$ cat config.mk
export PLATFORM = sky130hd
export DESIGN_NAME = serial_to_parallel_8bit
export DESIGN_NICKNAME = d
export VERILOG_FILES = /design/src/rtl/serial_to_parallel_8bit.sv
export SDC_FILE = /design/constraint.sdc
export NUM_CORES = 1
export LEC_CHECK = 0
export ABC_AREA = 0
export CELL_PAD_IN_SITES_DETAIL_PLACEMENT = 1
export CELL_PAD_IN_SITES_GLOBAL_PLACEMENT = 1
export CORE_MARGIN = 2
export CORE_UTILIZATION = 36
export DETAILED_ROUTE_END_ITERATION = 10
export PLACE_DENSITY_LB_ADDON = 0.1
export SYNTH_ARGS = -nofsm -noshare
export SYNTH_HDL_FRONTEND = slang
export SYNTH_SLANG_ARGS = --single-unit
export TNS_END_PERCENT = 30
$ cat constraint.sdc
create_clock -name clk -period 1.75 [get_ports clk]
set_input_delay 0.35 -clock clk [delete_from_list [all_inputs] [get_ports clk]]
set_output_delay 0.35 -clock clk [all_outputs]
set_load 0.02 [all_outputs]
$ cat src/rtl/serial_to_parallel_8bit.sv
// rtl/serial_to_parallel_8bit.sv - strobe-qualified serial-in, parallel-out word assembler
module serial_to_parallel_8bit #(
    parameter int WIDTH     = 8,
    parameter bit MSB_FIRST = 1'b1
) (
    input  logic             clk,
    input  logic             reset,
    input  logic             start,
    input  logic             sin,
    input  logic             sin_valid,
    output logic [WIDTH-1:0] data_out,
    output logic             data_valid,
    output logic             busy
);

    localparam int CW = (WIDTH > 1) ? $clog2(WIDTH) : 1;

    typedef enum logic [1:0] {
        IDLE  = 2'd0,
        SHIFT = 2'd1,
        DONE  = 2'd2
    } state_t;

    state_t           state;
    state_t           state_nxt;
    logic [WIDTH-1:0] shreg;
    logic [WIDTH-1:0] shreg_shifted;
    logic [CW-1:0]    cnt;
    logic             bit_take;
    logic             last_bit;
    logic             arm;

    // next shift-register value; also the word published on the final bit so
    // data_out carries that bit rather than the stale register contents
    always_comb begin
        shreg_shifted = shreg;
        if (MSB_FIRST) begin
            shreg_shifted = {shreg[WIDTH-2:0], sin};
        end else begin
            shreg_shifted = {sin, shreg[WIDTH-1:1]};
        end
    end

    assign bit_take = (state == SHIFT) && sin_valid;
    assign last_bit = bit_take && (cnt == CW'(WIDTH - 1));
    assign arm      = ((state == IDLE) || (state == DONE)) && start;

    // state register
    always_ff @(posedge clk) begin
        if (reset) begin
            state <= IDLE;
        end else begin
            state <= state_nxt;
        end
    end

    // next-state logic; start is only honoured outside SHIFT
    always_comb begin
        state_nxt = state;
        case (state)
            IDLE:    state_nxt = start ? SHIFT : IDLE;
            SHIFT:   state_nxt = last_bit ? DONE : SHIFT;
            DONE:    state_nxt = start ? SHIFT : IDLE;
            default: state_nxt = IDLE;
        endcase
    end

    // datapath: clear on arming, shift on strobed bits, publish on the last bit
    always_ff @(posedge clk) begin
        if (reset) begin
            shreg    <= '0;
            cnt      <= '0;
            data_out <= '0;
        end else if (arm) begin
            shreg <= '0;
            cnt   <= '0;
        end else if (bit_take) begin
            shreg <= shreg_shifted;
            if (last_bit) begin
                data_out <= shreg_shifted;
                cnt      <= '0;
            end else begin
                cnt <= cnt + CW'(1);
            end
        end
    end

    // status outputs decode directly from the registered state
    always_comb begin
        busy       = (state == SHIFT);
        data_valid = (state == DONE);
    end

endmodule
# Yosys cells after proc, flatten, opt, wreduce, memory -nomap -nowiden
# Index checks and enable logic that the tools add are counted.
dict set report op_classes {
  muxes 4
  n_addsub 1
  eq_ne 3
  reduce_logical 8
  bitwise 1
}
# op n
set op_table {}
lappend op_table {{$pmux W2 S2} 1}
lappend op_table {{$reduce_or A2 Y1} 2}
lappend op_table {{$add A3 B1 Y3 const B} 1}
lappend op_table {{$eq A3 B3 Y1 const B} 1}
lappend op_table {{$logic_and A1 B1 Y1} 3}
lappend op_table {{$mux W3} 1}
lappend op_table {{$reduce_and A3 Y1} 1}
lappend op_table {{$eq A2 B1 Y1 const B} 1}
lappend op_table {{$eq A2 B2 Y1 const B} 1}
lappend op_table {{$logic_not A2 Y1} 1}
lappend op_table {{$mux W2} 1}
lappend op_table {{$logic_or A1 B1 Y1} 1}
lappend op_table {{$mux W1} 1}
lappend op_table {{$not A1 Y1} 1}
dict set report word_totals {
  regBits 20
}

# Depth between registers and ports, before layout
# Gate-level depths: netlist of the first run.
dict set report logic_depth {
  depth_word 5
  ltp_mapped 6
  ltp_nobuf 5
}

# Least setup slack after synthesis of the first run
# No wires, ideal clock.
dict set report synth_path {
  path_kind {register -> register}
  start {register cnt[0]}
  end {register data_out[0]}
  arrival_time_ns 1.134
  slack_ns 0.484
  required_ns 1.618
  synth_period_minus_slack_ns 1.266
  path_stages_with_launch 7
  path_cell_list {dfxtp_1 > ha_1 > ha_1 > and4b_1 > buf_2 > nand2_1 > a21oi_1}
}
dict set report synth_between {
  elab_chain_len 3
}
# element line_no
set synth_lines {}
lappend synth_lines {{from (decl)} 28} ;# logic [CW-1:0] cnt;
lappend synth_lines {{from (signal assigned)} 83} ;# cnt <= cnt + CW'(1);
lappend synth_lines {{$eq A3 B3 Y1} 45} ;# assign last_bit = bit_take && (cnt == CW'(WIDTH - 1));
lappend synth_lines {{$logic_and A1 B1 Y1} 45}
lappend synth_lines {{$reduce_and A3 Y1 (no line)} -}
lappend synth_lines {{to (signal assigned)} 80} ;# data_out <= shreg_shifted;
lappend synth_lines {{to (decl)} 11} ;# output logic [WIDTH-1:0] data_out,
# No other way between the ends.
# A chain may end at the register's enable or synchronous reset.

# Worst setup path in the final report of the first run
dict set report layout_path {
  start {register data_out[0]}
  end {output port data_out[0]}
}
# No word-level cell between the ends.

==> results.sh, run 1 <==
export IMPL_route_antenna_remaining_nets=0
export IMPL_die_y_um=50.5
export IMPL_grt_first_pass_wirelength_mm=3.05
export IMPL_yosys_area_top_type="dfxtp_1"
export IMPL_power_static_leakage_nw=0.372
export IMPL_part_of_the_yosys_area_used_for_sequential_elements_pct=51.5
export IMPL_synth_area_um2=777
export IMPL_synthesis_yosys_warnings=0
export IMPL_maximum_number_of_pins_on_one_net_before_global_route_repair=12
export IMPL_cp_cell_sequence="clkdlybuf4s50_1"
export IMPL_routed_via_count=675
export IMPL_core_area_mm2=0.00200
export IMPL_flow_area_growth_from_synthesis_pct=30.4
export IMPL_max_slew_margin_pct=79.3
export IMPL_grt_remaining_overflow=0
export IMPL_hold_path_class="reg -> reg"
export IMPL_critical_path_top_delay_family="buffers and inverters"
export IMPL_power_total_mw=0.790
export IMPL_number_of_max_capacitance_violations_reported=0
export IMPL_timing_final_hold_violations=0
export IMPL_buffer_type_at_the_clock_tree_root="clkbuf_4"
export IMPL_worst_ir_drop_vdd_mv=0.616
export IMPL_final_period_utilization_pct=92.2
export IMPL_clk_pin_slew_worst_paths_ps=110
export IMPL_cts_htree_levels=1
export IMPL_average_footprint_of_a_synthesized_cell_um2=8.45
export IMPL_area_sequential_um2=400
export IMPL_number_of_antenna_violations_at_the_first_check_in_global_routing=0
export IMPL_max_incr_delay_on_cp_ps=610
export IMPL_achievable_frequency_ghz=0.620
export IMPL_detailedRoute_firstPassIterationCount=4
export IMPL_die_area_mm2=0.00255
export IMPL_synth_top_cell_area_share_pct=51.5
export IMPL_data_required_time_at_the_worst_endpoint_ps=1400
export IMPL_remaining_drc_errors=0
export IMPL_routabilityCongestion=0.763
export IMPL_port_buffers=14
export IMPL_clock_tree_buffer_depth=2
export IMPL_grt_setup_unrepaired="no"
export IMPL_filler_cell_count=258
export IMPL_rows=16
export IMPL_cts_inserted_buffers=3
export IMPL_routed_wire_length_per_instance_um=12.7
export IMPL_startpoint_type="register"
export IMPL_vias_in_the_first_global_route=644
export IMPL_cp_max_fo=2
export IMPL_mostFrequentLayoutCells="nand2_1, dfxtp_1, a21oi_1"
export IMPL_finalSetupViolations=0
export IMPL_area_taken_by_multi_input_logic_gates_um2=345
export IMPL_crit_path_top_delay_cell="clkdlybuf4s50_1"
export IMPL_synth_seq_cells=20
export IMPL_most_common_cell_after_layout_fill_and_taps_aside="nand2_1"
export IMPL_worstSkewPairLatency_ps=300
export IMPL_die_x_um=50.5
export IMPL_design_final_nets=120
export IMPL_placed_area_um2=980
export IMPL_syn_inst=92
export IMPL_type_of_destination_of_the_critical_path="output port"
export IMPL_critical_setup_path_class="reg -> out"
export IMPL_cp_arrival_ps=1260
export IMPL_avgViaCountPerCell=4.86
export IMPL_cp_num_buf_inv=1
export IMPL_track_usage_pct=16.0
export IMPL_boundaryPins=15
export IMPL_power_per_cell_area_mw_per_mm2=780
export IMPL_detailedPlacementHpwl_mm=1.34
export IMPL_floorplan_initialDensity_pct=38.8
export IMPL_synth_area_top_cells="dfxtp_1, nand2_1, a21oi_1"
export IMPL_outcome="finished, final reports clean"
export IMPL_finalHoldWorstSlack_ps=464
export IMPL_final_cell_area_mm2=0.00101
export IMPL_post_route_cells_drive_above_1_share_pct=12.5
export IMPL_finClkSkew_ps=5.22
export IMPL_drt_wl_total_mm=1.77
export IMPL_antenna_cells=0
export IMPL_worst_pin_slew_ps=310
export IMPL_final_min_clock_period_ps=1610
export IMPL_clock_tree_from_tritoncts="yes"
export IMPL_clock_sinks=20
export IMPL_finalSetupTns_ps=0
export IMPL_post_synth_num_cell_types=16
export IMPL_report_final_slew_viol_count=0
export IMPL_first_iter_violations=8
export IMPL_synthesis_nets=99
## power by group
| group | switching, mW | total, mW | internal, mW |
|---|---|---|---|
| sequential | 0.00193 | 0.461 | 0.459 |
| clock | 0.139 | 0.266 | 0.127 |
| combinational | 0.0356 | 0.0641 | 0.0285 |
| total | 0.176 | 0.790 | 0.614 |
## registers in the layout (all words and copies together), names as in the netlist
register and cells:
data_out 8, shreg 7, cnt 3, state 2
## synth_stat cells (all sizes together)
master,instances
nand2,26
dfxtp,20
a21oi,19
nand3,7
buf,5
nor2b,3
ha,2
nor2,2
or3b,2
and4b,1
clkbuf,1
nand3b,1
nand4b,1
or2,1
or3,1
## cell families after synthesis
group | count (synthesis) | synth area share (%)
AOI/OAI and AO/OA | 19 | 12.2
DFF | 20 | 51.5
buffers and inverters | 6 | 4.03
adders and majority gates | 2 | 3.22
and+or+nand+nor | 45 | 29.0
## final timing paths
path                    start     endpoint  slack (ps)  cells after the start
setup reg to reg       cnt[0]  data_out[1]         270                      5
hold / removal    data_out[2]  data_out[2]         460                      2
hold reg to reg   data_out[2]  data_out[2]         460                      2
setup / recovery  data_out[0]  data_out[0]         140                      1
## cell type report
| class | instances | area share, % |
|---|---|---|
| Clock buffer | 4 | 3.58 |
| Multi-Input combinational cell | 66 | 34.1 |
| Sequential cell | 20 | 39.5 |
| Tap cell | 27 | 3.33 |
| Timing Repair Buffer | 22 | 19.5 |
## what timing repair did
action,4_1_cts,5_1_grt
buffers inserted,0,0
endpoints found under the setup margin,2,0
hold buffers,0,0
gates resized for setup,2,0
## stage by stage
stage,util [%],worst slack (ps),instances
global route,50.6,76.7,139
floorplan,-,484,92
finish,50.6,137,139
CTS,50.6,115,139
global placement,48.9,100,135
detailed placement,48.9,64.2,135
## worst reg2reg max path: stages, from the launching register on
cell and delay (ps):
dfxtp_1 370, ha_1 160, ha_1 240, and4b_1 410
nand2_1 110, a21oi_1 130
## layer usage
metal / vias to the layer above / routed length [um] / global-route usage [%]
li1: 348 / - / -
met1: 313 / 921 / 23.1
met3: 2 / 91 / 5.65
met2: 12 / 738 / 22.8
met4: 0 / 12 / 4.05
met5: - / 0 / 0
No activity file was read; power rests on OpenSTA's default activity.
==> run 2, diff against run 1 <==
Settings changed: CORE_UTILIZATION 36 to 38, CTS_BUF_LIST from default to sky130_fd_sc_hd__clkbuf_8, TNS_END_PERCENT 30 to 100.
==> run 2 against run 1 <==
Net effect:
- hold slack got worse by 4.0 ps
- critical endpoint is now busy
- critical path type unchanged
- utilization rose by 2.1 points
- wire length fell by 1.2%
- largest power group unchanged
- combinational power fell by 17%
- sequential share of layout area fell by 0.43 points
- fmax rose by 1.9%
- sequential cell count did not move
- global-route usage rose by 1.3 points
- clock skew fell by 1.6 ps
- critical path depth rose by 1
- worst setup slack improved by 30 ps
==> results.sh, run 2 (synthesized netlist as in run 1, its figures left out) <==
export IMPL_finClkSkew_ps=3.61
export IMPL_first_iter_violations=4
export IMPL_final_critical_path_setup_slack_ps=167
export IMPL_finalSetupViolations=0
export IMPL_routabilityCongestion=0.744
export IMPL_die_x_um=49.2
export IMPL_most_common_cell_after_layout_fill_and_taps_aside="nand2_1"
export IMPL_data_required_time_at_the_worst_endpoint_ps=1400
export IMPL_number_of_max_capacitance_violations_reported=0
export IMPL_rows=16
export IMPL_port_buffers=14
export IMPL_routed_via_count=678
export IMPL_detailedPlacementHpwl_mm=1.35
export IMPL_cp_max_fo=6
export IMPL_post_route_cells_drive_above_1_share_pct=11.7
export IMPL_route_antenna_remaining_nets=0
export IMPL_number_of_antenna_violations_at_the_first_check_in_global_routing=0
export IMPL_place_ws_ps=29.5
export IMPL_critical_setup_path_class="reg -> out"
export IMPL_die_area_mm2=0.00242
export IMPL_buffer_type_at_the_clock_tree_root="clkbuf_8"
export IMPL_track_usage_pct=17.3
export IMPL_floorplan_initialDensity_pct=40.0
export IMPL_power_total_mw=0.862
export IMPL_detailedRoute_firstPassIterationCount=3
export IMPL_hold_path_class="reg -> reg"
export IMPL_placed_area_um2=972
export IMPL_flow_area_growth_from_synthesis_pct=31.9
export IMPL_vias_in_the_first_global_route=741
export IMPL_mostFrequentLayoutCells="nand2_1, dfxtp_1, a21oi_1"
export IMPL_biggest_registers_after_layout="data_out (8), shreg (7), cnt (3)"
export IMPL_worstSkewPairLatency_ps=250
export IMPL_clock_tree_buffer_depth=2
export IMPL_die_y_um=49.2
export IMPL_achievable_frequency_ghz=0.632
export IMPL_power_per_cell_area_mw_per_mm2=841
export IMPL_post_route_util_pct=52.8
export IMPL_outcome="finished, final reports clean"
export IMPL_finalSetupTns_ps=0
export IMPL_layoutNonFillerInstCount=138
export IMPL_boundaryPins=15
export IMPL_avgViaCountPerCell=4.91
export IMPL_timing_final_hold_violations=0
export IMPL_report_final_slew_viol_count=0
export IMPL_flip_flop_count_of_the_largest_register_all_copies_and_words_added=8
export IMPL_cp_arrival_ps=1230
export IMPL_largest_register="data_out"
export IMPL_filler_cell_count=258
export IMPL_final_period_utilization_pct=90.5
export IMPL_grt_remaining_overflow=0
export IMPL_cts_inserted_buffers=3
export IMPL_finalHoldWorstSlack_ps=460
export IMPL_routed_wire_length_per_instance_um=12.6
export IMPL_cts_hold_repair_buffers=0
export IMPL_clock_tree_from_tritoncts="yes"
export IMPL_antenna_cells=0
export IMPL_maximum_number_of_pins_on_one_net_before_global_route_repair=12
export IMPL_remaining_drc_errors=0
export IMPL_core_area_mm2=0.00194
export IMPL_cts_htree_levels=1
export IMPL_startpoint_type="register"
export IMPL_drt_wl_total_mm=1.74
export IMPL_max_slew_margin_pct=60.9
export IMPL_clock_sinks=20
export IMPL_worst_pin_slew_ps=586
export IMPL_placedCellCount=134
export IMPL_clk_pin_slew_worst_paths_ps=70
export IMPL_design_final_nets=119
export IMPL_worst_ir_drop_vdd_mv=0.410
export IMPL_final_cell_area_mm2=0.00102
export IMPL_power_static_leakage_nw=0.375
export IMPL_type_of_destination_of_the_critical_path="output port"
export IMPL_grt_first_pass_wirelength_mm=3.21
export IMPL_grt_setup_unrepaired="no"
export IMPL_final_min_clock_period_ps=1580
## run 2: report_power, final
part | total (mW) | leakage [nW] | internal, mW | switching, mW
combinational | 0.0531 | 0.185 | 0.0227 | 0.0304
clock | 0.346 | 0.0288 | 0.200 | 0.146
sequential | 0.463 | 0.161 | 0.458 | 0.00465
total | 0.862 | 0.375 | 0.681 | 0.181
## run 2: layout make-up
cell class	count	area (um2)	share of cell area [%]
multi-input combinational	66	345	33.7
clock buffer	4	55.1	5.37
tap	27	33.8	3.30
sequential	20	400	39.1
timing repair buffer	21	190	18.6
## run 2: repair_timing
item	4_1_cts	5_1_grt
endpoints found under the setup margin	2	0
resized for setup	2	0
buffers inserted	0	0
## run 2: worst paths after layout
check	start	end	slack, ps	cells after the start
worst max-delay path	state[0]	busy	170	2
worst min-delay path	shreg[6]	shreg[6]	460	2
worst max register to register	cnt[0]	data_out[7]	380	6
worst min register to register	shreg[6]	shreg[6]	460	2
## run 2: routing by layer
| metal | global-route usage, % | routed length [um] | vias up |
|---|---|---|---|
| li1 | - | - | 345 |
| met1 | 19.7 | 753 | 321 |
| met2 | 31.1 | 922 | 10 |
| met3 | 3.68 | 57 | 2 |
| met4 | 7.14 | 11 | 0 |
| met5 | 0 | 0 | - |
## run 2: worst max-delay path, stage by stage, from the launching register on
cell and delay, ps:
dfxtp_1 440, nor2b_1 190, dlygate4sd2_1 350
==> run 3, diff against run 2 <==
Settings changed: CORE_MARGIN 2 to 1.5, SLEW_MARGIN from default to 5.
==> run 3 against run 2 <==
Net effect:
- combinational power about the same
- final cell count unchanged
- clock skew hardly changed
- sequential share of layout area is 0.61 points lower
- design area is 1.6% higher
- sequential power about the same
- register-to-register slack barely moved
==> results.sh, run 3 (synthesized netlist as in run 1, its figures left out) <==
export IMPL_worst_pin_slew_ps=558
export IMPL_hold_path_startpoint="data_out[7]"
export IMPL_cp_num_buf_inv=1
export IMPL_drt_wl_total_mm=1.81
export IMPL_reg2reg_slack_ps=370
export IMPL_hold_depth=2
export IMPL_worst_ir_drop_vdd_mv=0.546
export IMPL_reg2regPathDepth=6
export IMPL_cts_inserted_buffers=3
export IMPL_routed_via_count=701
export IMPL_largest_register="data_out"
export IMPL_core_area_mm2=0.00194
export IMPL_type_of_destination_of_the_critical_path="output port"
export IMPL_gr_usage_met3_pct=2.22
export IMPL_final_period_utilization_pct=92.9
export IMPL_startpoint_type="register"
export IMPL_cp_cell_sequence="nor2b_1 -> dlygate4sd2_1"
export IMPL_flow_area_growth_from_synthesis_pct=34.0
export IMPL_biggest_registers_after_layout="data_out (8), shreg (7), cnt (3)"
export IMPL_grt_first_pass_wirelength_mm=2.78
export IMPL_worstSkewPairLatency_ps=250
export IMPL_floorplan_initialDensity_pct=40.0
export IMPL_clock_tree_from_tritoncts="yes"
export IMPL_track_usage_pct=17.2
export IMPL_post_route_cells_drive_above_1_share_pct=11.7
export IMPL_boundaryPins=15
export IMPL_cp_max_fo=6
export IMPL_power_per_cell_area_mw_per_mm2=935
export IMPL_cts_htree_levels=1
export IMPL_route_antenna_remaining_nets=0
export IMPL_clk_pin_slew_worst_paths_ps=70
export IMPL_routed_wire_length_per_instance_um=13.1
export IMPL_clock_tree_buffer_depth=2
export IMPL_maximum_number_of_pins_on_one_net_before_global_route_repair=13
export IMPL_first_iter_violations=7
export IMPL_clock_sinks=20
export IMPL_hold_path_end="data_out[7]"
export IMPL_number_of_max_capacitance_violations_reported=0
export IMPL_grt_remaining_overflow=0
export IMPL_flip_flop_count_of_the_largest_register_all_copies_and_words_added=8
export IMPL_antenna_cells=0
export IMPL_most_common_cell_after_layout_fill_and_taps_aside="nand2_1"
export IMPL_max_incr_delay_on_cp_ps=460
export IMPL_rows=16
export IMPL_globalRouteMet1Util_pct=22.2
export IMPL_port_buffers=14
export IMPL_design_final_nets=119
export IMPL_cts_hold_repair_buffers=0
export IMPL_data_required_time_at_the_worst_endpoint_ps=1400
export IMPL_avgViaCountPerCell=5.08
export IMPL_crit_reg2reg_launch="cnt[0]"
export IMPL_hold_path_class="reg -> reg"
export IMPL_max_slew_margin_pct=62.8
export IMPL_finalSetupViolations=0
export IMPL_die_area_mm2=0.00233
export IMPL_achievable_frequency_ghz=0.615
export IMPL_number_of_antenna_violations_at_the_first_check_in_global_routing=0
export IMPL_grt_busiest_layer="met2"
export IMPL_cp_arrival_ps=1280
export IMPL_detailedRoute_firstPassIterationCount=4
export IMPL_buffer_type_at_the_clock_tree_root="clkbuf_8"
export IMPL_vias_in_the_first_global_route=654
export IMPL_remaining_drc_errors=0
export IMPL_global_route_usage_met2_pct=28.9
export IMPL_outcome="finished, final reports clean"
export IMPL_crit_path_top_delay_cell="dfxtp_1"
export IMPL_die_y_um=48.2
export IMPL_grt_setup_unrepaired="no"
export IMPL_finalSetupTns_ps=0
export IMPL_report_final_slew_viol_count=0
export IMPL_timing_final_hold_violations=0
export IMPL_die_x_um=48.2
export IMPL_finalHoldWorstSlack_ps=456
export IMPL_power_static_leakage_nw=0.382
export IMPL_detailedPlacementHpwl_mm=1.31
export IMPL_mostFrequentLayoutCells="nand2_1, dfxtp_1, a21oi_1"
export IMPL_critical_path_top_delay_family="flip-flops"
export IMPL_timing_rr_end="data_out[5]"
export IMPL_finClkSkew_ps=3.17
export IMPL_routabilityCongestion=0.727
export IMPL_final_min_clock_period_ps=1630
export IMPL_post_cts_setup_buffers=0
export IMPL_critical_setup_path_class="reg -> out"
-- run 3: cell count changes in the layout (fill, tap and decap cells not counted), sizes merged --
cell    change
clkbuf      -1
bufinv      +1
-- run 3: final cells by class --
type / count / area [um2]
timing repair buffer: 21 / 190
clock inverter: 1 / 30.0
fill: 239 / 901
tap: 27 / 33.8
clock buffer: 3 / 41.3
multi-input combinational: 66 / 345
sequential: 20 / 400
-- run 3: how the worst max path moves through the flow --
stage,startpoint,endpoint,cells past startpoint
2_1_floorplan,cnt[0],data_out[0],6
3_3_place_gp,sin_valid,cnt[1],4
3_5_place_dp,sin_valid,cnt[1],4
4_1_cts,state[0],busy,2
5_1_grt,state[0],busy,2
6_report,state[0],busy,2
-- run 3: worst register-to-register path, stage by stage (launching register included) --
cell and delay (ps):
dfxtp_1 360, ha_1 160, ha_1 240, and4b_1 210, buf_4 160, nand2_1 70
a21oi_1 120
-- run 3: stage by stage --
stage          setup slack [ps]  area (um2)  instances  total power, mW  utilization, %
4_1_cts                     115        1040        138            0.983            53.6
2_1_floorplan               484         777         92            0.504               -
3_5_place_dp               40.8         972        134            0.529            50.1
5_1_grt                    77.5        1040        138             1.00            53.6
6_report                    124        1040        138            0.974            53.6
3_3_place_gp               65.0         972        134            0.526            50.1
-- run 3: timing repair --
| action | CTS | global route |
|---|---|---|
| resized for setup | 2 | 0 |
| endpoints found under the setup margin | 2 | 0 |
| hold endpoints to repair | 0 | 0 |
-- run 3: routing by layer --
layer	routed length, um	vias to the layer above	share of wire (%)
li1	-	350	-
met1	804	337	44
met2	943	12	52
met3	53	2	2.9
met4	7	0	0.39
met5	0	-	0
-- run 3: power breakdown --
| group | leakage, nW | switching, mW | internal [mW] |
|---|---|---|---|
| Sequential | 0.161 | 0.00510 | 0.458 |
| Clock | 0.0357 | 0.152 | 0.305 |
| Combinational | 0.185 | 0.0307 | 0.0227 |
| Total | 0.382 | 0.188 | 0.786 |
